<file path="config.mk">
export PLATFORM = sky130hd
export DESIGN_NAME = xbar_scheduler
export DESIGN_NICKNAME = d
export VERILOG_FILES = /design/src/rtl/xbar_scheduler.sv
export SDC_FILE = /design/constraint.sdc
export NUM_CORES = 1
export LEC_CHECK = 0
export BUFFER_PORTS_ARGS = -buffer_cell sky130_fd_sc_hd__buf_2
export CAP_MARGIN = 20
export CORE_ASPECT_RATIO = 0.9
export CORE_MARGIN = 2
export CORE_UTILIZATION = 40
export CTS_CLUSTER_DIAMETER = 150
export DETAILED_ROUTE_END_ITERATION = 12
export PLACE_DENSITY = 0.73
export SLEW_MARGIN = 20
export SYNTH_ARGS = -nofsm -noshare
export SYNTH_HDL_FRONTEND = slang
export SYNTH_SLANG_ARGS = --single-unit
</file>
<file path="constraint.sdc">
create_clock -name clk -period 4.95 [get_ports clk]
set_clock_uncertainty 0.1 [all_clocks]
set_input_delay 0.7425 -clock clk [delete_from_list [all_inputs] [get_ports clk]]
set_output_delay 0.7425 -clock clk [all_outputs]
set_load 0.02 [all_outputs]
</file>
<file path="src/rtl/xbar_scheduler.sv">
// xbar_scheduler: per-output round-robin switch allocator, registered xbar select.
// Define XBAR_SCHED_PKT_LOCK_EN to hold an output from head flit to tail flit.
module xbar_scheduler #(
  parameter int INPUT_NUM = 4,
  parameter int OUTPUT_NUM = 4,
  localparam int SEL_SIZE = $clog2(INPUT_NUM),
  localparam int PORT_SIZE = $clog2(OUTPUT_NUM)
) (
  input  logic                                 clk,
  input  logic                                 rst,
  input  logic [INPUT_NUM-1:0]                 req_i,
  input  logic [INPUT_NUM-1:0][PORT_SIZE-1:0]  out_port_i,
  input  logic [INPUT_NUM-1:0]                 tail_i,
  input  logic [OUTPUT_NUM-1:0]                out_ready_i,
  output logic [INPUT_NUM-1:0]                 grant_o,
  output logic [OUTPUT_NUM-1:0][SEL_SIZE-1:0]  sel_o,
  output logic [OUTPUT_NUM-1:0]                valid_o
);

  logic [OUTPUT_NUM-1:0][INPUT_NUM-1:0] cand;
  logic [OUTPUT_NUM-1:0]                rr_hit;
  logic [OUTPUT_NUM-1:0][SEL_SIZE-1:0]  rr_win;
  logic [OUTPUT_NUM-1:0]                hit;
  logic [OUTPUT_NUM-1:0][SEL_SIZE-1:0]  win;
  logic [OUTPUT_NUM-1:0][SEL_SIZE-1:0]  last_q, last_d;
  logic [OUTPUT_NUM-1:0][SEL_SIZE-1:0]  sel_q, sel_d;
  logic [OUTPUT_NUM-1:0]                valid_q, valid_d;
  logic [SEL_SIZE-1:0]                  idx;

`ifdef XBAR_SCHED_PKT_LOCK_EN
  typedef enum logic {IDLE, LOCKED} state_t;
  state_t                               state_q [OUTPUT_NUM];
  state_t                               state_d [OUTPUT_NUM];
  logic [OUTPUT_NUM-1:0][SEL_SIZE-1:0]  owner_q, owner_d;
`else
  logic                                 unused_tail;
  assign unused_tail = ^tail_i;
`endif

  // Input i competes for output o when it requests that existing port.
  always_comb begin
    cand = '0;
    for (int o = 0; o < OUTPUT_NUM; o++) begin
      for (int i = 0; i < INPUT_NUM; i++) begin
        cand[o][i] = req_i[i]
                  && (32'(out_port_i[i]) == o)
                  && (32'(out_port_i[i]) < OUTPUT_NUM);
      end
    end
  end

  // Round-robin pick per output, scanning from last+1.
  always_comb begin
    rr_hit = '0;
    rr_win = '0;
    idx = '0;
    for (int o = 0; o < OUTPUT_NUM; o++) begin
      for (int k = 1; k <= INPUT_NUM; k++) begin
        idx = SEL_SIZE'((32'(last_q[o]) + 32'(k)) % INPUT_NUM);
        if (!rr_hit[o] && cand[o][idx]) begin
          rr_hit[o] = 1'b1;
          rr_win[o] = idx;
        end
      end
    end
  end

  // Allocation per output plus pointer and lock next state.
  always_comb begin
    hit = '0;
    win = rr_win;
    last_d = last_q;
`ifdef XBAR_SCHED_PKT_LOCK_EN
    state_d = state_q;
    owner_d = owner_q;
`endif
    for (int o = 0; o < OUTPUT_NUM; o++) begin
      if (out_ready_i[o]) begin
`ifdef XBAR_SCHED_PKT_LOCK_EN
        if (state_q[o] == LOCKED) begin
          win[o] = owner_q[o];
          hit[o] = cand[o][owner_q[o]];
          if (hit[o] && tail_i[owner_q[o]]) state_d[o] = IDLE;
        end else if (rr_hit[o]) begin
          hit[o] = 1'b1;
          last_d[o] = rr_win[o];
          if (!tail_i[rr_win[o]]) begin
            state_d[o] = LOCKED;
            owner_d[o] = rr_win[o];
          end
        end
`else
        hit[o] = rr_hit[o];
        if (rr_hit[o]) last_d[o] = rr_win[o];
`endif
      end
    end
    if (!rst) hit = '0;
  end

  // Fold per-output winners into the per-input pop strobe.
  always_comb begin
    grant_o = '0;
    for (int o = 0; o < OUTPUT_NUM; o++) begin
      if (hit[o]) grant_o[win[o]] = 1'b1;
    end
  end

  // Switch-traversal stage: select holds when the output is idle.
  always_comb begin
    valid_d = hit;
    for (int o = 0; o < OUTPUT_NUM; o++) begin
      sel_d[o] = hit[o] ? win[o] : sel_q[o];
    end
  end

  // Pointer and traversal registers.
  always_ff @(posedge clk or negedge rst) begin
    if (!rst) begin
      last_q  <= {OUTPUT_NUM{SEL_SIZE'(INPUT_NUM-1)}};
      sel_q   <= '0;
      valid_q <= '0;
    end else begin
      last_q  <= last_d;
      sel_q   <= sel_d;
      valid_q <= valid_d;
    end
  end

`ifdef XBAR_SCHED_PKT_LOCK_EN
  // Lock state and owner per output.
  always_ff @(posedge clk or negedge rst) begin
    if (!rst) begin
      for (int o = 0; o < OUTPUT_NUM; o++) state_q[o] <= IDLE;
      owner_q <= '0;
    end else begin
      state_q <= state_d;
      owner_q <= owner_d;
    end
  end
`endif

  assign sel_o   = sel_q;
  assign valid_o = valid_q;

endmodule

</file>
==> run summary <==
The flow ran to the end, and the final reports show no timing, DRC or antenna violations. The total placed cells including tap cells is 229, and the total number of vias is 1394. After layout, the worst setup slack is 1.74 ns. For this design, the slowest cell found on the critical path is o41ai_2.

The number of buffer and inverter stages on the critical path came out at 2. STA classifies the critical path startpoint as a primary input. Counting every sink on the clock net gives 20. The total nets after synthesis came out at 178.

The number of buffers inserted by post-CTS setup repair is 0. The maximum single-stage delay on the critical path was 0.54 ns. STA puts the critical path data arrival time at 2.37 ns. For the worst setup path, the data required time is 4.11 ns. The library cell used most frequently in the layout, excluding fill and tap cells, is buf_2. Yosys attributes the largest share of cell area to dfrtp_1, dfstp_2, nand2_1. The Yosys step of the flow raised 0 warnings.

The slew at the pin closest to its max-slew limit was 0.639 ns; the post-cts sizing count was 0. The tool flagged a number of max-cap violations equal to 0. The post-route netlist has 30.9% of its cells at a drive strength greater than 1. After clock tree synthesis, the clock-pin slew on the worst setup and hold paths is 0.07 ns. The total routing usage reported by global routing is 18.3%, and the die area is 0.00417 mm². The worst setup path is captured at an output port.

The clock passes through at most 2 buffers. Number of hold violations in the final report: 0. Net switching is 35.1% of the power.

The final count of pins violating max slew was 0; the number of synthesized flops with an enable pin was 0. The top cell types in the final layout, fill and taps aside, are buf_2, nand2_1, nand3_1, dfrtp_1. Global routing finished with a remaining overflow of 0.

Width of the chip: 67.9 µm. The area growth from synthesis to layout was 16.2%. TritonCTS built the clock tree. The cell family contributing the most delay on the critical path was compound AO/OA/AOI/OAI gates. The logs give 156 for the cell count after synthesis and 49.4% for the final cell utilization of the core.

The run gives 50 as the number of different library cells in the post-synthesis netlist. For the number of buffers inserted by hold repair at cts, the log shows 0. The headroom to the max-slew limit came out at 57.4%. Primary flip-flop cell chosen by synthesis mapping: dfrtp_1. The repair_antennas step left the layout with diodes totalling 0.

The clock share of power was 20.0%; the residual antenna-violating net count after detailed routing was 0. The final layout contains 212 nets. The number of buffers inserted by port buffering was 33. Traced cell by cell, the critical path runs through buf_2, and3_1, o41ai_2, a31oi_1, a32oi_1, o221ai_1, buf_2.

The worst register-to-register path has a setup slack of 3.11 ns. The worst reg2reg path depth came out at 4. The most numerous cell on the critical path was buf_2. The logs give 38 for the count of pins on the block boundary and 1245 for the number of global-route vias before repair. Counting flops with an async set or reset pin after synthesis yields a share of 100%. In this run the static leakage power is 0.761 nW. The worst hold-check path type is in2async.

The sequential share of power is 46.8%, and the aggregate negative setup slack is 0 ns. The routability-driven placement congestion ratio was 0.816. The number of buffers created by CTS was 3.

The tools report the number of detailed-routing iterations run before antenna repair as 5. Dividing the detail-routed via count by the number of cells gives 6.01. The run gives 42.5% as the initial core utilization. After synthesis, the mean cell area works out to 9.41 µm². The floorplan has 20 rows. The synthesized netlist occupies a cell area of 0.00147 mm². In this run the power spent charging and discharging nets is 0.178 mW. Dividing the final minimum period by the clock period gives 64.9%.

The logs give 33.2% for the portion of total power attributed to combinational logic and 0 for the number of antenna violations at the first check in global routing. The worst path needs 3.21 ns of the cycle, external delays included. The tools report the clock insertion delay at the later pin of the skew report as 0.25 ns. Setup repair after global routing left no endpoint under its margin. The worst register-to-register path ends at sel_o[6]. After synthesis the netlist holds a flip-flop and latch count of 20.

The maximum resistive drop on vdd came out at 0.221 mV. Derived from the worst setup path, the maximum achievable clock frequency is 311 MHz. The pin count of the biggest net entering global routing is 24, and the sequential area share after synthesis is 34.8%. Setup violations remaining at the end of the flow were counted as 0.

The buffer cell driving the clock tree root was clkbuf_8. The internal power of the cells totals 0.329 mW. The tools report the first-pass GRT wire length as 5750 µm.

Power spread over the standard cell area amounts to 297 mW/mm². The critical path class was in2out. For the worst setup timing slack at the placement stage, the log shows 1.74 ns.

The run gives 91 as the violation count after the first detailed-route iteration. Detailed placement finished with a half-perimeter wire length of 2720 µm. The average wire length per cell after detail routing came out at 15.3 µm. The number of cells on the critical path is 7, and the non-filler instance count after layout is 232.

The synthesized design spends more area on one cell type than any other, namely dfrtp_1. The area fraction of the dominant cell type after synthesis works out to 20.5%. The core region is 0.00345 mm². The maximum fanout along the worst path was 9; the height of the die was 61.5 µm. Wires add up to 3550 µm.

After detailed routing, the number of remaining DRC violations is 0. The number of H-tree levels is 1. The worst register-to-register path begins at last_q[7].
## through the flow
stage	hold WS, ns	area (µm²)	power (mW)
4_1_cts	0.355	1710	0.512
2_1_floorplan	0.347	1470	0.349
3_3_place_gp	0.359	1660	0.406
3_5_place_dp	0.366	1660	0.409
5_1_grt	0.393	1710	0.535
6_report	0.337	1710	0.507
## cells in the mapped netlist (all sizes together), types with 4 or more instances
master and number:
dfrtp 12, nand3b 8, o22ai 5, o21ai 6
nor2 7, nand4 4, nand3 12, or3b 4
nand2 17, inv 6, mux2 6, and3 8
dfstp 8
## flip-flops by register name, summed over array words and instances (netlist names)
signal   count
last_q       8
sel_o        8
valid_o      4
## metal layers
metal | track usage, % | wire, µm | up-vias
li1 | - | - | 696
met5 | 0 | 0 | -
met1 | 25.3 | 1670 | 658
met2 | 30.0 | 1670 | 34
met3 | 4.20 | 168 | 6
met4 | 3.43 | 40 | 0
## power groups by stage
stage | clock network [mW] | registers [mW] | logic, mW
detailed placement | 0 | 0.240 | 0.169
finish | 0.101 | 0.237 | 0.168
global route | 0.108 | 0.242 | 0.185
CTS | 0.105 | 0.237 | 0.170
floorplan | 0 | 0.253 | 0.0958
global placement | 0 | 0.239 | 0.166
## worst max path at each step
stage | start | slack, ns | end
after floorplan | req_i[3] | 1.99 | grant_o[2]
after global placement | out_port_i[6] | 1.77 | grant_o[0]
after detailed placement | out_port_i[6] | 1.74 | grant_o[1]
after CTS | out_port_i[6] | 1.72 | grant_o[0]
after global routing | out_port_i[0] | 1.60 | grant_o[2]
final | req_i[1] | 1.74 | grant_o[0]
## area by class of cell
class	instances	area, µm²
clock buffer	3	41.3
fill	349	1750
inverter	6	22.5
multi-input combinational	126	911
sequential	20	510
tap	44	55.1
timing repair buffer	33	165
## cell families (layout without fill, tap and decap cells)
kind of cell,Yosys count,in the layout,share of synthesized area [%]
AND/OR/NAND/NOR,77,77,32.6
AO/OA/AOI/OAI,43,43,24.9
buffers and inverters,10,42,3.15
flip-flops,20,20,34.8
multiplexers,6,6,4.60
(Power assumes the default switching activity.)
